<file path="src/rtl/register_file.sv">
`default_nettype none
// ============================================================================
// Module      : register_file
// Description : Eight WIDTH-bit datapath registers (R1..R4, T1..T4) with a
//               shared clear/load/decrement/increment function code and two
//               combinational 8:1 read ports. Define RF_SATURATE_EN to make
//               increment/decrement saturate instead of wrapping.
// Revision    : 1.0 - initial release
// ============================================================================

module register_file_cell #(
    parameter int WIDTH = 8
) (
    input  logic             clk,
    input  logic             rst_n,
    input  logic             i_en,
    input  logic [1:0]       i_funsel,
    input  logic [WIDTH-1:0] i_data,
    output logic [WIDTH-1:0] o_q
);

    localparam logic [1:0]       c_FUN_CLR  = 2'b00;
    localparam logic [1:0]       c_FUN_LOAD = 2'b01;
    localparam logic [1:0]       c_FUN_DEC  = 2'b10;
    localparam logic [WIDTH-1:0] c_ZERO     = '0;
    localparam logic [WIDTH-1:0] c_ONE      = WIDTH'(1);

    logic [WIDTH-1:0] r_q;
    logic [WIDTH-1:0] w_inc;
    logic [WIDTH-1:0] w_dec;
    logic [WIDTH-1:0] w_next;

`ifdef RF_SATURATE_EN
    // Hold at the rails instead of wrapping around.
    assign w_inc = (r_q == ~c_ZERO) ? r_q : r_q + c_ONE;
    assign w_dec = (r_q == c_ZERO)  ? r_q : r_q - c_ONE;
`else
    assign w_inc = r_q + c_ONE;
    assign w_dec = r_q - c_ONE;
`endif

    always_comb begin
        w_next = r_q;
        case (i_funsel)
            c_FUN_CLR:  w_next = c_ZERO;
            c_FUN_LOAD: w_next = i_data;
            c_FUN_DEC:  w_next = w_dec;
            default:    w_next = w_inc;
        endcase
    end

    always_ff @(posedge clk or negedge rst_n) begin
        if (!rst_n) begin
            r_q <= c_ZERO;
        end else if (i_en) begin
            r_q <= w_next;
        end
    end

    assign o_q = r_q;

endmodule

module register_file #(
    parameter int WIDTH = 8
) (
    input  logic             clock,
    input  logic             reset_n,
    input  logic [2:0]       O1Sel,
    input  logic [2:0]       O2Sel,
    input  logic [1:0]       FunSel,
    input  logic [3:0]       RSel,
    input  logic [3:0]       TSel,
    input  logic [WIDTH-1:0] I,
    output logic [WIDTH-1:0] O1,
    output logic [WIDTH-1:0] O2
);

    // Storage is ordered T1..T4, R1..R4 so the read select indexes it directly.
    logic [7:0]       w_en;
    logic [WIDTH-1:0] w_q [8];

    assign w_en = {RSel[0], RSel[1], RSel[2], RSel[3],
                   TSel[0], TSel[1], TSel[2], TSel[3]};

    generate
        for (genvar gi = 0; gi < 8; gi++) begin : g_regs
            register_file_cell #(
                .WIDTH (WIDTH)
            ) u_cell (
                .clk      (clock),
                .rst_n    (reset_n),
                .i_en     (w_en[gi]),
                .i_funsel (FunSel),
                .i_data   (I),
                .o_q      (w_q[gi])
            );
        end
    endgenerate

    assign O1 = w_q[O1Sel];
    assign O2 = w_q[O2Sel];

endmodule
`default_nettype wire

</file>
<file path="config.mk">
export PLATFORM = sky130hd
export DESIGN_NAME = register_file
export DESIGN_NICKNAME = d
export VERILOG_FILES = /design/src/rtl/register_file.sv
export SDC_FILE = /design/constraint.sdc
export NUM_CORES = 1
export LEC_CHECK = 0
export ABC_AREA = 1
export CAP_MARGIN = 40
export CORE_ASPECT_RATIO = 1.25
export CORE_MARGIN = 2
export CORE_UTILIZATION = 40
export CTS_CLUSTER_DIAMETER = 40
export DETAILED_ROUTE_END_ITERATION = 16
export SYNTH_ARGS = -nofsm -noshare
export SYNTH_HDL_FRONTEND = slang
export SYNTH_HIERARCHICAL = 1
export SYNTH_SLANG_ARGS = --single-unit
</file>
<file path="constraint.sdc">
create_clock -name clock -period 2.2 [get_ports clock]
set_input_delay 0.44 -clock clock [delete_from_list [all_inputs] [get_ports clock]]
set_output_delay 0.44 -clock clock [all_outputs]
set_load 0.1 [all_outputs]
</file>
Yosys cells after proc, flatten, opt, wreduce, memory -nomap -nowiden --
Cells that the tools add are included.
Word-level totals: word-level logic and storage cells 45, bits in registers 64, output and inout bits 16
Cells by class: magnitude comparators 2, muxes and demuxes 14, add/subtract/negate cells 16, equal/unequal tests 2, reductions and logical operators 1, bitwise operators 2
Operators with widths (count):
- case mux 8 bit (3 select lines) | 8
- adder 8 x 1 -> 8 bit (second input constant) | 8
- subtractor 8 x 1 -> 8 bit (second input constant) | 8
- binary-select mux 8 bit (select 3 bit) | 2
- two-way mux 8 bit | 4
- greater-or-equal comparator 4 bit (second input constant) | 2
- NOT 3 -> 4 bit | 2
- equality test 2 x 1 -> 1 bit (second input constant) | 1
- equality test 2 bit (second input constant) | 1
- logical NOT 2 bit | 1

Longest topological paths before layout --
depth in word-level cells 4, gate-level depth with buffers 15, depth with buffers taken out 15

Hierarchy --
Netlist, hierarchy kept.
By module, submodules not included:
- register_file_cell | area an instance 814.5 um2, sequential area each 200.2 um2, cells an instance 128, instances 8
- register_file | area an instance 1566.5 um2, sequential area each 0.0 um2, cells an instance 364, instances 1

Least setup slack after synthesis --
Ideal clock, no wire load.
path kind input-to-output, start point input port O1Sel[1], end point output port O1[0], buffers on the path 2, path slack 0.183 ns, stages on the path 7, data arrival time 1.577 ns, cells stage by stage buf_6 inv_4 buf_4 nand3_1 nand2_1 nand2_1 nand2_1
Between the ends: longest elaborated chain between the ends 4
RTL lines:
- from (decl) | RTL line 69 | input logic [2:0] O1Sel,
- NOT 3 -> 4 bit (not written as such) | RTL line 101 | assign O1 = w_q[O1Sel];
- binary-select mux 8 bit (select 3 bit) | RTL line 101
- two-way mux 8 bit (not written as such) (2 in series) | RTL line 101
- to (decl) | RTL line 75 | output logic [WIDTH-1:0] O1,
No other way between the ends. The select of a mux whose other input is x is not followed.

Final worst setup path --
start point input port O2Sel[1], end point output port O2[4]
Between the ends: longest elaborated chain between the ends 4
RTL lines:
- from (decl) | RTL line 70 | input logic [2:0] O2Sel,
- NOT 3 -> 4 bit (not written as such) | RTL line 102 | assign O2 = w_q[O2Sel];
- binary-select mux 8 bit (select 3 bit) | RTL line 102
- two-way mux 8 bit (not written as such) (2 in series) | RTL line 102
- to (decl) | RTL line 76 | output logic [WIDTH-1:0] O2
No other way between the ends. The select of a mux whose other input is x is not followed.

==> impl_metrics.json <==
{
  "crit_fanout": 17,
  "synth_seq_area_share_pct": 19.8,
  "hp-class": "in2async",
  "cts_num_sinks": 64,
  "synthCells": 1388,
  "start_kind": "input pin",
  "cp-end-kind": "output port",
  "clockBufferDepth": 2,
  "diodes": 0,
  "hpwl_mm": 19.2,
  "slew_headroom_pct": 57.7,
  "synth_top_area_share_pct": 24.9,
  "clkTransAtPathRegs_ns": 0.05,
  "core-area_um2": 20000,
  "post-place-cells": 1753,
  "ys_warn_count": 6,
  "drv_cap": 0,
  "via_count": 8598,
  "nets": 1533,
  "critPathArrivalTime_ns": 1.71,
  "fp.dieH_um": 163,
  "cp.required_ns": 1.76,
  "antenna_found_initial": 0,
  "crit_type": "in2out",
  "die-width_um": 131,
  "min_period_over_period_pct": 97.9,
  "totalWireLength_mm": 25.1,
  "cts_tree": "done",
  "leakage_nw": 5.68,
  "vdd_drop_max_mv": 0.317,
  "rows": 58,
  "vias_per_cell": 4.85,
  "final_cells": 1774,
  "setup_slack_ns": 0.0466,
  "cts_made_buffers": 9,
  "synthToLayoutAreaGrowth_pct": 23.6,
  "timing.fmax_mhz": 464,
  "synth_top_area_cell": "nand2_1",
  "worst_slew_pin_slew_ns": 0.633,
  "first_global_vias": 8049,
  "holdWs_ns": 0.105,
  "drt_pass1_iterations": 5,
  "fin_crit_ns": 2.15,
  "routedWlPerCell_um": 14.2,
  "utilization_pct": 50.0,
  "yosysUniqueCellTypes": 25,
  "layout-drive-gt1-share_pct": 23.9,
  "p_total_mw": 6.51,
  "clk_latency_ns": 0.34,
  "grt.total_usage_pct": 23.9,
  "htreeDepth": 3,
  "hold_buffers": 0,
  "largest_reg_flops": 64,
  "hold_viol": 0,
  "drc": 0,
  "gp_congestion": 0.975,
  "grt_max_degree": 65,
  "syn_avg_cell_area_um2": 5.82,
  "antenna_left": 0,
  "port_buffers": 41,
  "initial_core_util_pct": 40.5,
  "ys_top_cells_by_area": "nand2_1 (25%), dfrtp_1 (20%), inv_1 (9.8%), nand3_1 (8.9%), nand3_2 (5.9%)",
  "synth_seq_cells": 64,
  "place_ws_ns": -0.140,
  "drt_iter0_drc": 588,
  "syn_nets": 1422,
  "io_pins": 42,
  "power_density_nw_per_um2": 652,
  "gr-total-overflow": 0,
  "dieArea_um2": 21400,
  "fin_skew_ns": 0.00418,
  "grt_pass1_wl_mm": 40.8,
  "slew_viol_final": 0,
  "cts_root_buf": "clkbuf_16",
  "synth_area_um2": 8080,
  "setup_viol": 0,
  "status": "finished clean"
}
power by group:
part	internal (mW)	leakage, nW	switching (mW)
logic	1.23	4.78	2.08
clock network	1.02	0.158	0.565
registers	1.36	0.740	0.258
Yosys cell counts:
master	count
clkbuf_1	16
inv_4	4
or2_2	8
buf_6	18
nand3_4	8
nand2_1	536
buf_4	8
dfrtp_1	64
nand3_2	48
a21oi_1	16
nor2_4	8
ha_1	8
a31oi_1	32
o21bai_4	8
buf_2	4
xor2_1	8
clkinv_1	8
nor2_1	104
inv_2	24
o21ai_0	8
nand3_1	144
nor2_2	8
nand2_2	56
inv_1	210
a21oi_2	32
worst max-delay path: stages:
cell and delay [ns]:
clkdlybuf4s50_1 0.44, buf_12 0.17, inv_8 0.11, nand3_1 0.10, nand2_1 0.07, nand2_1 0.04, nand2_1 0.13, buf_12 0.19
per-layer routing:
layer	track usage [%]	vias to the layer above	routed length, um
li1	-	4469	-
met3	2.37	41	992
met5	0	-	0
met1	30.1	3887	11200
met4	8.99	0	736
met2	42.5	201	12300
cell type report:
| cell class | count | area (um2) |
|---|---|---|
| fillers | 2060 | 9970 |
| multi-input cells | 1032 | 5250 |
| flip-flops and latches | 64 | 1600 |
| repair buffers | 146 | 1520 |
| inverters | 246 | 956 |
| well taps | 270 | 338 |
| clock buffers | 10 | 239 |
| clock inverters | 6 | 82.6 |
repair_timing:
item	4_1_cts	5_1_grt
setup buffers	0	3
hold endpoints to repair	0	0
gates cloned	2	0
resized for setup	20	15
endpoints found under the setup margin	16	16
pin swaps	1	1
placed cells by master, fill, tap and decap left out, drive strengths merged:
| master | Yosys | routed |
|---|---|---|
| ha | 8 | 8 |
| nor2 | 120 | 120 |
| dlymetal6s2s | 0 | 1 |
| clkinv | 8 | 12 |
| nand3 | 200 | 200 |
| xor2 | 8 | 8 |
| nand2 | 592 | 592 |
| or2 | 8 | 8 |
| bufinv | 0 | 2 |
| dlygate4sd2 | 0 | 2 |
| o21ai | 8 | 8 |
| a21oi | 48 | 48 |
| clkdlybuf4s50 | 0 | 20 |
| a31oi | 32 | 32 |
| dfrtp | 64 | 64 |
| clkinvlp | 0 | 1 |
| buf | 30 | 123 |
| o21bai | 8 | 8 |
| inv | 238 | 237 |
| clkbuf | 16 | 10 |
cells by family (layout without fill, tap and decap cells):
kind of cell    after synthesis  after routing  share of synthesized area [%]
simple gates                920            920                           53.0
xor+xnor                      8              8                          0.867
compound gates               96             96                           9.29
buf+inv                     292            408                           15.8
fa+ha+maj                     8              8                           1.24
flops                        64             64                           19.8
path summary, 6_finish.rpt:
check                                   startpoint                 endpoint  slack, ns  depth (start not counted)
setup / recovery                          O2Sel[1]                    O2[4]       0.05                          8
hold / removal                             reset_n  g_regs[5].u_cell/o_q[5]       0.10                          2
setup reg to reg           g_regs[6].u_cell/o_q[1]  g_regs[6].u_cell/o_q[4]       0.65                         12
hold reg to reg            g_regs[3].u_cell/o_q[7]  g_regs[3].u_cell/o_q[7]       0.58                          2
max in group asynchronous                  reset_n  g_regs[5].u_cell/o_q[1]       1.77                          2
min in group clock                       FunSel[1]  g_regs[6].u_cell/o_q[6]       0.56                          4
stage by stage:
stage	setup TNS [ns]	instance area (um2)
after floorplan	0	8080
after global placement	-3.07	9490
after detailed placement	-3.72	9490
after CTS	0	9910
after global routing	-0.0137	9990
final	0	9990
No activity file was read; power rests on OpenSTA's default activity.
==> variant: new RTL, same flow settings <==
`WIDTH` is set to 8 in 2 places; all go to 12.
--- a/src/rtl/register_file.sv
+++ b/src/rtl/register_file.sv
@@ -9,7 +9,7 @@
 // ============================================================================
 
 module register_file_cell #(
-    parameter int WIDTH = 8
+    parameter int WIDTH = 12
 ) (
     input  logic             clk,
     input  logic             rst_n,
@@ -62,7 +62,7 @@
 endmodule
 
 module register_file #(
-    parameter int WIDTH = 8
+    parameter int WIDTH = 12
 ) (
     input  logic             clock,
     input  logic             reset_n,
Interface: changed (resized I, O1 and O2); port bits go from 42 to 54. The function was not compared with the original's and may differ.
==> variant against the unedited design <==
- via count up 64%
- sequential share of layout area up 0.82 points
- synthesized area grew 50%
- combinational power increased by 42%
- sequential cell count grew 32
- worst setup slack lost 0.012 ns
- final area rose by 43%
- total power grew 35%
- utilization shrank 2.4 points
- routed wire length is 76% higher
- critical path type unchanged
==> variant: results <==
setup_path:
  setup_slack_reg_to_reg_ns: 0.34
  worst_r2r_path_depth: 16
  slowest_cell_delay_on_critical_path_ns: 0.58
global_routing:
  grt_util_met2_pct: 48.7
  pin_count_of_the_biggest_net_entering_global_routing: 49
  number_of_global_route_vias_before_repair: 13200
  globalRouteMet3Util_pct: 2.77
  antenna_violations_before_repair: 1
final_layout:
  design.final.nets: 2312
  layout-drive-gt1-share_pct: 14.6
routing:
  route.vias.total: 14100
  totalWireLength_um: 44200
synth:
  synth.lib_cells_used.distinct: 31
  synthesis.area_per_instance_um2: 5.53
  synth-adder-area-share_pct: 0.825
  netlist_top_cells_area: "sky130_fd_sc_hd__nand2_1 26%, sky130_fd_sc_hd__dfrtp_1 20%, sky130_fd_sc_hd__nand3_1 13%, sky130_fd_sc_hd__inv_1 9.5%, sky130_fd_sc_hd__nor2_1 5.0%"
  ys_top_cells_by_count: "848 x sky130_fd_sc_hd__nand2_1, 320 x sky130_fd_sc_hd__nand3_1, 308 x sky130_fd_sc_hd__inv_1"
  post_synth_xor_area_fraction_pct: 1.65
placement:
  total_half_perimeter_wirelength_after_legalization_and_detailed_placement_um: 34400
  placement.io_buffers: 53
  dpl-instance-area_mm2: 0.0139
pwr:
  cellLeakagePower_nw: 8.03
timing:
  timing.clock.skew_ns: 0.00678
outcome:
  run_status: "complete, no violations"
cts:
  worst_setup_hold_path_clk_slew_ns: 0.07
variant: how the worst max path moves through the flow:
stage	from	endpoint	slack, ns	depth (start not counted)
4_1_cts	O2Sel[2]	O2[3]	0.01	5
6_report	O1Sel[2]	O1[3]	0.03	5
3_5_place_dp	O1Sel[1]	O1[1]	-0.11	8
3_3_place_gp	O1Sel[1]	O1[0]	-0.08	8
2_1_floorplan	O2Sel[1]	O2[0]	0.05	7
5_1_grt	O1Sel[2]	O1[4]	0.01	6
variant: what timing repair did:
action / CTS / global route
setup buffers: 2 / 1
resized for setup: 13 / 1
gates cloned: 1 / 0
setup endpoints to repair: 21 / 11
variant: power groups by stage:
| stage | Combinational (mW) | Sequential [mW] | Clock (mW) |
|---|---|---|---|
| final | 4.69 | 2.45 | 1.68 |
| after global routing | 5.18 | 2.49 | 1.77 |
| after CTS | 4.67 | 2.44 | 1.70 |
| after detailed placement | 4.63 | 2.47 | 0 |
| after global placement | 4.59 | 2.46 | 0 |
| after floorplan | 3.22 | 2.30 | 0 |
variant: cell type report:
class,instances,area [um^2],area share (%)
Sequential cell,96,2400,16.9
Multi-Input combinational cell,1656,7860,55.2
Timing Repair Buffer,153,1820,12.7
Clock inverter,4,52.6,0.369
Tap cell,401,502,3.52
Inverter,358,1370,9.62
Clock buffer,12,246,1.73
variant: logic make-up after synthesis:
family	Yosys count
xor+xnor	16
simple gates	1456
flops	96
fa+ha+maj	8
buf+inv	440
compound gates	176
variant: routing by layer:
| metal | share of wire (%) | vias up |
|---|---|---|
| met5 | 0.029 | - |
| met4 | 3.0 | 2 |
| met3 | 5.4 | 80 |
| met2 | 48 | 451 |
| met1 | 43 | 6521 |
| li1 | - | 7034 |
variant: per-stage QoR:
stage	worst slack (ns)	setup TNS, ns	util (%)
2_1_floorplan	0.0461	0	-
3_3_place_gp	-0.0753	-0.827	46.3
3_5_place_dp	-0.107	-1.13	46.3
4_1_cts	0.0119	0	47.5
5_1_grt	0.00971	0	47.6
6_report	0.0346	0	47.6
